[config.mk]
export PLATFORM = sky130hd
export DESIGN_NAME = comb_scheduler
export DESIGN_NICKNAME = d
export VERILOG_FILES = /design/src/rtl/comb_scheduler.sv
export SDC_FILE = /design/constraint.sdc
export NUM_CORES = 1
export LEC_CHECK = 0
export BUFFER_PORTS_ARGS = -buffer_cell sky130_fd_sc_hd__buf_2
export CAP_MARGIN = 20
export CORE_AREA = 2 2 91 93
export DETAILED_ROUTE_END_ITERATION = 12
export DIE_AREA = 0 0 93 95
export HOLD_SLACK_MARGIN = 0.05
export PLACE_DENSITY = 0.78
export SLEW_MARGIN = 20
export SYNTH_ARGS = -nofsm -noshare
export SYNTH_HDL_FRONTEND = slang
export SYNTH_SLANG_ARGS = --single-unit
[constraint.sdc]
create_clock -name clk -period 3.4 [get_ports clk]
set_input_delay 0 -clock clk [delete_from_list [all_inputs] [get_ports clk]]
set_output_delay 0 -clock clk [all_outputs]
set_load 0.1 [all_outputs]
[src/rtl/comb_scheduler.sv]
// comb_scheduler
//   Accepts combination jobs C(N,M) from two requesters, queues them in a
//   DEPTH-entry FIFO and runs them one at a time on an external combination
//   engine. A watchdog aborts a job whose engine never reports done.
//
// Ports
//   clk, rst                      clock, asynchronous active-low reset
//   reqX_valid/ready, reqX_n/m    job offer handshake and operands (X = 0, 1)
//   eng_start, eng_n, eng_m       one-cycle start pulse and operands to engine
//   eng_done, eng_out             engine completion and 13-bit result
//   res_valid/ready               result handshake
//   res_id, res_value, res_err    originating requester, result, timeout flag
//   busy                          FSM active or jobs queued
module comb_scheduler #(
  parameter int DEPTH   = 4,
  parameter int TIMEOUT = 4095
) (
  input  logic        clk,
  input  logic        rst,
  input  logic        req0_valid,
  output logic        req0_ready,
  input  logic [3:0]  req0_n,
  input  logic [3:0]  req0_m,
  input  logic        req1_valid,
  output logic        req1_ready,
  input  logic [3:0]  req1_n,
  input  logic [3:0]  req1_m,
  output logic        eng_start,
  output logic [3:0]  eng_n,
  output logic [3:0]  eng_m,
  input  logic        eng_done,
  input  logic [12:0] eng_out,
  output logic        res_valid,
  input  logic        res_ready,
  output logic        res_id,
  output logic [12:0] res_value,
  output logic        res_err,
  output logic        busy
);

  localparam int AW = $clog2(DEPTH);
  localparam int CW = $clog2(TIMEOUT + 1);

  localparam logic [1:0] S_IDLE  = 2'd0;
  localparam logic [1:0] S_START = 2'd1;
  localparam logic [1:0] S_WAIT  = 2'd2;
  localparam logic [1:0] S_RESP  = 2'd3;

  typedef struct packed {
    logic       id;
    logic [3:0] n;
    logic [3:0] m;
  } job_t;

  job_t          mem [DEPTH];
  logic [AW:0]   wr_ptr, rd_ptr;
  logic          full, empty;
  logic          rr;        // 0: req0 wins a tie, 1: req1 wins a tie
  logic          gnt1;
  logic          push, pop;
  job_t          push_job, head;

  logic [1:0]    state;
  job_t          job;
  logic [CW-1:0] cnt;

  // Extra pointer bit distinguishes full from empty.
  assign full  = (wr_ptr[AW] != rd_ptr[AW]) && (wr_ptr[AW-1:0] == rd_ptr[AW-1:0]);
  assign empty = (wr_ptr == rd_ptr);
  assign head  = mem[rd_ptr[AW-1:0]];

  assign gnt1 = req1_valid && (!req0_valid || rr);

  // Full is taken from registered pointers only, so a pop in the same cycle
  // never opens a slot. Ready is gated by rst so it is 0 during reset.
  assign req0_ready = rst && !full && req0_valid && !gnt1;
  assign req1_ready = rst && !full && gnt1;

  assign push     = req0_ready || req1_ready;
  assign push_job = gnt1 ? job_t'({1'b1, req1_n, req1_m})
                         : job_t'({1'b0, req0_n, req0_m});
  assign pop      = (state == S_IDLE) && !empty;

  always_ff @(posedge clk) begin
    if (push) mem[wr_ptr[AW-1:0]] <= push_job;
  end

  always_ff @(posedge clk or negedge rst) begin
    if (!rst) begin
      wr_ptr <= '0;
      rd_ptr <= '0;
      rr     <= 1'b0;
    end else begin
      if (push) begin
        wr_ptr <= wr_ptr + 1'b1;
        rr     <= ~rr;
      end
      if (pop) rd_ptr <= rd_ptr + 1'b1;
    end
  end

  always_ff @(posedge clk or negedge rst) begin
    if (!rst) begin
      state     <= S_IDLE;
      job       <= '0;
      cnt       <= '0;
      res_id    <= 1'b0;
      res_value <= '0;
      res_err   <= 1'b0;
    end else begin
      case (state)
        S_IDLE: if (pop) begin
          job    <= head;
          res_id <= head.id;
          // M > N gives C(N,M) = 0 without involving the engine.
          if (head.m > head.n) begin
            res_value <= '0;
            res_err   <= 1'b0;
            state     <= S_RESP;
          end else begin
            state <= S_START;
          end
        end
        S_START: begin
          cnt   <= '0;
          state <= S_WAIT;
        end
        S_WAIT: begin
          if (eng_done) begin
            res_value <= eng_out;
            res_err   <= 1'b0;
            state     <= S_RESP;
          end else if (cnt == CW'(TIMEOUT - 1)) begin
            res_value <= '0;
            res_err   <= 1'b1;
            state     <= S_RESP;
          end else begin
            cnt <= cnt + CW'(1);
          end
        end
        S_RESP: if (res_ready) state <= S_IDLE;
        default: state <= S_IDLE;
      endcase
    end
  end

  // Decoded from the async-reset state register, so these drop as soon as
  // rst falls.
  assign eng_start = (state == S_START);
  assign eng_n     = (state == S_START || state == S_WAIT) ? job.n : 4'd0;
  assign eng_m     = (state == S_START || state == S_WAIT) ? job.m : 4'd0;
  assign res_valid = (state == S_RESP);
  assign busy      = (state != S_IDLE) || !empty;

endmodule

==> impl_metrics.json, run 1 <==
{
  "hold_buffers": 30,
  "final_antenna_net_count": 0,
  "drc": 0,
  "wl_mm": 9.01,
  "syn_nets": 394,
  "worst_slack_ns": 0.408,
  "synthCells": 344,
  "layout_common_cells": "buf_2, dfrtp_1, edfxtp_1",
  "fp.dieW_um": 93,
  "period_needed_ns": 2.99,
  "critPathCaptureType": "flop",
  "setup_tns_ns": 0,
  "ys_warn_count": 0,
  "dr.pass1.iters": 4,
  "report.final.slew_viol_count": 0,
  "syn_area_per_cell_um2": 12.4,
  "num_rows": 33,
  "ys_types": 58,
  "die_h_um": 95,
  "cts_resized": 0,
  "clock_skew_ns": 0.00671,
  "hold_path_end": "state[0]",
  "synth_ff_type": "dfrtp_1",
  "dieArea_mm2": 0.00884,
  "cts_tree": "yes",
  "rr_startpoint": "rd_ptr[0]",
  "clk_latency_ns": 0.37,
  "drtIter0Drc": 135,
  "gr-total-overflow": 0,
  "yosysSeqAreaShare_pct": 51.3,
  "async_flop_share_pct": 55.0,
  "grt_pass1_vias": 3046,
  "place_congestion": 0.843,
  "clock-sinks": 80,
  "hpwl_mm": 6.27,
  "initial_core_util_pct": 53.7,
  "fin_crit_sh_pct": 88.0,
  "numPortBuffers": 62,
  "dpl_worst_slack_ns": 0.382,
  "status": "finished clean",
  "hold_start": "res_ready",
  "global_route.usage.total_pct": 21.3,
  "layout_commonest_cell": "buf_2",
  "worstPathArrival_ns": 3.25,
  "rsz0062_at_grt": "no",
  "diodes": 0,
  "cts_root_buf": "clkbuf_8",
  "vias": 3122,
  "antenna_found_initial": 0,
  "grt_pass1_wl_mm": 14.5,
  "core_area_mm2": 0.00793,
  "vias_per_cell": 5.75,
  "numCtsBuffers": 9,
  "htreeDepth": 3,
  "hold_class": "in -> reg",
  "r2r_cells": 7,
  "grt_max_degree": 46,
  "maxCapViolations": 0,
  "syn2layout_area_growth_pct": 20.3,
  "critPathMaxFanout": 13,
  "syn_area_mm2": 0.00426,
  "crit_type": "reg -> reg",
  "r2r-end": "res_value[4]",
  "cp-start-kind": "flop",
  "worst_slew_pin_slew_ns": 1.10,
  "synth_edf_count": 36,
  "routedWlPerCell_um": 16.6,
  "layout.nets": 483,
  "rrSetupSlack_ns": 0.41,
  "synth_seq_cells": 80,
  "clkTransAtPathRegs_ns": 0.09,
  "fmax_mhz": 334,
  "setup_viol": 0,
  "holdPathStages": 3,
  "drive_above_1_share_pct": 28.8,
  "ios": 63,
  "cts_max_path_buffers": 2,
  "required_ns": 3.65,
  "post_cts_buffers": 0,
  "slew_headroom_pct": 26.0,
  "hold_viol_final": 0
}
layout make-up:
class	instances	area [um2]
clock buffer	9	124
clock inverter	7	77.6
fill	607	2810
inverter	20	75.1
multi-input combinational	221	1850
sequential	80	2180
tap	105	131
timing repair buffer	101	678
metal layers:
layer	wire [um]	track usage [%]	up-vias
met5	0	0	-
met4	169	8.46	0
met3	453	4.79	16
met2	4420	35.8	96
met1	3960	26.8	1524
li1	-	-	1486
sequential cells by signal (all words and copies together) (netlist names):
name       count
state          2
job            8
res_value     13
res_err        1
mem           36
res_id         1
wr_ptr         3
cnt           12
rd_ptr         3
rr             1
cell usage after synthesis (5+ instances only):
library cell / number / share of area, %
edfxtp_1: 36 / 25
mux4_2: 9 / 4.8
inv_1: 20 / 1.8
dfrtp_1: 44 / 26
nor2_1: 8 / 0.71
a21oi_1: 5 / 0.59
ha_1: 15 / 4.4
and2_1: 25 / 3.7
o2bb2ai_1: 16 / 3.3
nand4_1: 5 / 0.73
buf_6: 5 / 1.3
xor2_1: 5 / 1.0
nand3_1: 7 / 0.82
buf_2: 5 / 0.59
xnor2_1: 5 / 1.0
nand2_1: 27 / 2.4
nor3_1: 6 / 0.71
clkbuf_1: 9 / 0.79
a221o_1: 14 / 3.3
mux2_2: 18 / 4.8
kinds of logic (layout without fill, tap and decap cells):
family                     count (synthesis)  after routing  synth area share [%]
and+or+nand+nor                          102            102                  13.1
DFF                                       80             80                  51.3
AOI/OAI and AO/OA                         67             67                  14.4
buffers and inverters                     43            137                  5.20
muxes                                     27             27                  9.52
adders and majority gates                 15             15                  4.41
xor gates and xnor gates                  10             10                  2.06
stage by stage:
stage	cells	hold slack (ns)	util, %	instance area (um2)
after floorplan	344	-0.296	-	4260
after global placement	497	0.178	58.3	4620
after detailed placement	497	0.178	58.3	4620
after CTS	543	0.0719	64.6	5120
after global routing	543	0.0892	64.6	5120
final	543	0.0886	64.6	5120
worst max path at each step:
stage,from,end,slack [ns],cells after the start
4_1_cts,rd_ptr[0],res_value[3],0.37,7
3_5_place_dp,rd_ptr[0],res_value[3],0.38,7
3_3_place_gp,rd_ptr[0],res_value[4],0.50,7
5_1_grt,rd_ptr[0],res_value[4],0.23,7
6_report,rd_ptr[0],res_value[4],0.41,7
2_1_floorplan,rr,req0_ready,0.26,3
worst max-delay path, cell delays in order (launching register included):
cell,delay [ns]
dfrtp_1,0.69
mux4_2,0.60
ha_1,0.33
nor2b_1,0.14
o31ai_1,0.07
buf_4,0.15
a221o_1,0.47
a221o_2,0.44
Power of run 1 is left out: the tool's default activity adds up to more than one toggle a clock period on the data nets, which glitch-free logic cannot reach.
==> run 2, diff against run 1 <==
BUFFER_PORTS_ARGS = -buffer_cell sky130_fd_sc_hd__buf_4   (was -buffer_cell sky130_fd_sc_hd__buf_2)
CORE_AREA = 2 2 96 98   (was 2 2 91 93)
DIE_AREA = 0 0 98 100   (was 0 0 93 95)
PLACE_DENSITY = 0.71   (was 0.78)
==> run 2 against run 1 <==
Via count is 0.70% lower. Setup slack got worse by 0.015 ns. Fmax shrank 0.48%. Non-clock buffer count increased by 1. Sequential cell count unchanged.
==> impl_metrics.json, run 2 (synthesis gave the netlist of run 1 again) <==
{
  "grt_pass1_wl_mm": 15.2,
  "largest_register_ffs": 36,
  "cts_max_path_buffers": 2,
  "htreeDepth": 3,
  "clock_skew_ns": 0.00774,
  "post_cts_buffers": 0,
  "dr_wl_met3_um": 379,
  "fmax_mhz": 333,
  "hpwl_mm": 6.31,
  "crit_type": "reg -> reg",
  "worst_slew_pin_slew_ns": 1.01,
  "slew_headroom_pct": 31.8,
  "required_ns": 3.63,
  "initial_core_util_pct": 47.9,
  "core_area_mm2": 0.00889,
  "critPathMaxFanout": 13,
  "wl_met1_mm": 3.89,
  "top_layer": "met4",
  "fin_cells": 550,
  "drtIter0Drc": 139,
  "cts_root_buf": "clkbuf_8",
  "dp.cells": 504,
  "global_route.usage.total_pct": 19.4,
  "status": "finished clean",
  "crit_chain": "buf_4, mux4_2, inv_1, ha_1, nand4_1, nand2_1, a221o_1, a221o_2",
  "numCtsBuffers": 9,
  "layout_common_cells": "buf_4, dfrtp_1, edfxtp_1",
  "final_antenna_net_count": 0,
  "setup_viol": 0,
  "cts_tree": "yes",
  "num_rows": 35,
  "maxCapViolations": 0,
  "clock-sinks": 80,
  "critPathCaptureType": "flop",
  "grt_pass1_vias": 3162,
  "gr-total-overflow": 0,
  "cpLargestDelayFamily": "compound AO/OA/AOI/OAI gates",
  "routedWlPerCell_um": 16.3,
  "vias": 3100,
  "clkTransAtPathRegs_ns": 0.09,
  "layout.nets": 484,
  "layout_commonest_cell": "buf_4",
  "cp-start-kind": "flop",
  "syn2layout_area_growth_pct": 24.5,
  "clk_latency_ns": 0.35,
  "hold_viol_final": 0,
  "fin_crit_sh_pct": 88.4,
  "place_congestion": 0.799,
  "numPortBuffers": 62,
  "slowest_delay_ns": 0.58,
  "ios": 63,
  "wl_met2_mm": 4.58,
  "worstPathArrival_ns": 3.23,
  "slowest_stage": "a221o_1",
  "hold_class": "in -> reg",
  "dr.pass1.iters": 4,
  "drive_above_1_share_pct": 28.9,
  "dieArea_mm2": 0.00980,
  "antenna_found_initial": 0,
  "die_h_um": 100,
  "report.final.slew_viol_count": 0,
  "fp.dieW_um": 98,
  "setup_tns_ns": 0,
  "period_needed_ns": 3.01,
  "vias_per_cell": 5.64,
  "drc": 0,
  "rsz0062_at_grt": "no",
  "wl_mm": 8.99,
  "grt_max_degree": 46,
  "worst-path-buf-inv": 2,
  "diodes": 0
}
run 2: worst min-delay path: stages:
cell and delay (ns):
buf_4 0.08, nor2b_1 0.05, o32a_1 0.29
run 2: final timing paths:
path,start,depth (start not counted),slack (ns),to
setup / recovery,rd_ptr[0],8,0.39,res_value[3]
hold / removal,res_ready,3,0.11,state[0]
setup reg to reg,rd_ptr[0],8,0.39,res_value[3]
hold reg to reg,rr,1,0.48,rr
max in group asynchronous,rst,3,2.68,job[4]
min in group asynchronous,rst,3,0.31,cnt[1]
run 2: layer usage:
| layer | track usage [%] | vias to the layer above |
|---|---|---|
| met5 | 0 | - |
| met4 | 7.05 | 0 |
| met2 | 32.8 | 81 |
| met3 | 3.69 | 10 |
| li1 | - | 1476 |
| met1 | 25.2 | 1533 |
run 2: what timing repair did:
| item | in CTS | in global routing |
|---|---|---|
| setup endpoints to repair | 0 | 0 |
| hold endpoints to repair | 89 | 0 |
| gates resized for setup | 0 | 0 |
| hold buffers | 30 | 0 |
run 2: area by class of cell:
class	count	area (um2)
flip-flops and latches	80	2180
repair buffers	102	841
inverters	20	75.1
well taps	111	139
clock inverters	7	83.8
fillers	703	3590
clock buffers	9	124
multi-input cells	221	1850
run 2: per-stage QoR:
step                      hold slack [ns]  cell area, um2  utilization [%]  worst slack [ns]
after CTS                          0.0904            5300             59.6             0.354
after floorplan                    -0.296            4260                -             0.261
after global routing                0.102            5300             59.6             0.200
after detailed placement            0.170            4790             53.9             0.370
after global placement              0.168            4790             53.9             0.475
final                               0.108            5300             59.6             0.394
Power of run 2 is left out for the same reason.
==> run 3, diff against run 2 <==
ABC_AREA = 1   (was unset)
CORE_AREA = 2 2 95 97   (was 2 2 96 98)
DIE_AREA = 0 0 97 99   (was 0 0 98 100)
==> run 3 against run 2 <==
Global-route usage up 0.30 points. Via count up 9.0%. Utilization up 2.4 points. Final area about the same. Synthesized cell count up 37%. Highest routed layer unchanged.
==> impl_metrics.json, run 3 <==
{
  "fp.dieW_um": 97,
  "synth_ff_type": "dfrtp_1",
  "worst_slew_pin_slew_ns": 0.621,
  "worstPathArrival_ns": 2.81,
  "htreeDepth": 3,
  "syn2layout_area_growth_pct": 27.5,
  "dp.cells": 632,
  "vias_per_cell": 4.95,
  "critPathMaxFanout": 15,
  "hold_viol_final": 0,
  "p_int_mw": 2.39,
  "required_ns": 3.63,
  "drtIter0Drc": 106,
  "synthCells": 470,
  "cts_root_buf": "clkbuf_8",
  "report.final.slew_viol_count": 0,
  "die_h_um": 99,
  "yosysTopAreaCell": "dfrtp_1",
  "ios": 63,
  "numCtsBuffers": 9,
  "period_needed_ns": 2.58,
  "fillers": 700,
  "synth_seq_cells": 80,
  "placed_cell_area_mm2": 0.00472,
  "power.share.sequential_pct": 29.5,
  "r2r-end": "res_value[3]",
  "synth_edf_count": 36,
  "drive_above_1_share_pct": 18.1,
  "yosys-top-cells-area": "dfrtp_1, edfxtp_1, nand2_1, ha_1, nor2_1",
  "clkTransAtPathRegs_ns": 0.08,
  "hold_start": "req1_n[1]",
  "synth_top_cell_area_share_pct": 26.5,
  "clock_skew_ns": 0.0102,
  "place_congestion": 0.868,
  "hold_buffers": 35,
  "syn_area_per_cell_um2": 8.84,
  "layout_commonest_cell": "nand2_1",
  "clk_latency_ns": 0.34,
  "fin_crit_sh_pct": 75.9,
  "crit_type": "reg -> reg",
  "rrSetupSlack_ns": 0.82,
  "final_antenna_net_count": 0,
  "routedWlPerCell_um": 13.1,
  "setup_tns_ns": 0,
  "syn_area_mm2": 0.00416,
  "post_cts_buffers": 0,
  "maxCapViolations": 0,
  "yosys-top-cells-count": "nand2_1, nor2_1, inv_1",
  "core_area_mm2": 0.00855,
  "clock-sinks": 80,
  "rsz0062_at_grt": "no",
  "grt_pass1_vias": 3433,
  "fin_area_mm2": 0.00530,
  "slew_headroom_pct": 58.6,
  "status": "finished clean",
  "wl_mm": 8.95,
  "largest_register_ffs": 36,
  "cts_resized": 0,
  "cellPowerDensity_mw_per_mm2": 899,
  "ys_types": 36,
  "layout.nets": 620,
  "ys_warn_count": 0,
  "cts_tree": "yes",
  "numPortBuffers": 62,
  "combPwrFrac_pct": 53.7,
  "yosysSeqAreaShare_pct": 52.5,
  "cts_max_path_buffers": 2,
  "fin_cells": 683,
  "swShare_pct": 49.8,
  "global_route.usage.total_pct": 19.7,
  "power.static_leakage_nw": 2.55,
  "holdPathStages": 3,
  "ir_worst_vdd_v": 0.000362,
  "yosysMostFrequentCell": "nand2_1",
  "grt_pass1_wl_mm": 15.5,
  "critPathCaptureType": "flop",
  "gr-total-overflow": 0,
  "layout_common_cells": "nand2_1, buf_4, nor2_1",
  "cp-start-kind": "flop",
  "initial_core_util_pct": 48.6,
  "grt_max_degree": 50,
  "syn_nets": 520,
  "hold_path_end": "mem[2][5]",
  "drc": 0,
  "setup_viol": 0,
  "vias": 3378,
  "p_clk_share_pct": 16.7,
  "worst_slack_ns": 0.821,
  "rr_startpoint": "rd_ptr[1]",
  "async_flop_share_pct": 55.0,
  "hpwl_mm": 6.07,
  "hold_class": "in -> reg",
  "fmax_mhz": 388,
  "antenna_found_initial": 0,
  "num_rows": 34,
  "dpl_worst_slack_ns": 0.862,
  "dieArea_mm2": 0.00960,
  "r2r_cells": 12,
  "dr.pass1.iters": 4,
  "p_sw_mw": 2.37,
  "diodes": 0
}
==> run 3: critical path, cell delays in order (launching register included) <==
cell and delay, ns:
dfrtp_1 0.59, clkinv_1 0.37, o21ai_0 0.17, o22a_1 0.18, ha_1 0.23, nand2_1 0.08
nor2_1 0.05, nor2_1 0.07, nand2_1 0.09, nand2_2 0.25, nand3_4 0.22, nand2_1 0.11
nand2_1 0.05
==> run 3: cells by family after synthesis <==
family,count (synthesis),share of synthesized area (%)
AO/OA/AOI/OAI,41,6.59
XOR/XNOR,10,2.47
adder cells (fa/ha/maj),15,4.52
buffers and inverters,66,6.78
flip-flops,80,52.5
AND/OR/NAND/NOR,258,27.1
==> run 3: power by group through the flow <==
stage | sequential [mW] | combinational (mW) | clock (mW)
after detailed placement | 1.43 | 2.52 | 0
final | 1.41 | 2.56 | 0.797
after global placement | 1.42 | 2.46 | 0
after CTS | 1.41 | 2.58 | 0.813
after floorplan | 1.55 | 1.90 | 0
after global routing | 1.43 | 2.82 | 0.854
==> run 3: worst max path at each step <==
| stage | end | slack, ns | start | cells past startpoint |
|---|---|---|---|---|
| final | res_value[3] | 0.82 | rd_ptr[1] | 12 |
| after global routing | res_value[2] | 0.49 | rd_ptr[0] | 15 |
| after CTS | res_value[5] | 0.81 | rd_ptr[1] | 12 |
| after detailed placement | res_value[10] | 0.86 | rd_ptr[1] | 12 |
| after global placement | res_value[1] | 0.90 | rd_ptr[0] | 14 |
| after floorplan | req0_ready | 0.29 | wr_ptr[2] | 6 |
==> run 3: metrics by stage <==
stage | hold slack (ns) | util [%] | power, mW
4_1_cts | 0.0506 | 62.0 | 4.80
6_report | 0.0467 | 62.0 | 4.76
2_1_floorplan | -0.296 | - | 3.45
3_3_place_gp | 0.202 | 55.2 | 3.88
5_1_grt | 0.0563 | 62.0 | 5.10
3_5_place_dp | 0.208 | 55.2 | 3.94
==> run 3: area by class of cell <==
| type | count | area, um2 | share of cell area, % |
|---|---|---|---|
| flip-flops and latches | 80 | 2180 | 41.2 |
| clock buffers | 11 | 151 | 2.86 |
| inverters | 51 | 191 | 3.61 |
| repair buffers | 104 | 868 | 16.4 |
| well taps | 108 | 135 | 2.55 |
| clock inverters | 5 | 78.8 | 1.49 |
| multi-input cells | 324 | 1690 | 31.9 |
==> run 3: layer usage <==
metal  up-vias  GRT usage [%]  wire length, um
li1       1724              -                -
met1      1584           24.6             3980
met2        64           34.0             4480
met3         6           4.89              385
met4         0           5.96              103
met5         -              0                0
Note: power is estimated with default switching activity, not from simulation.
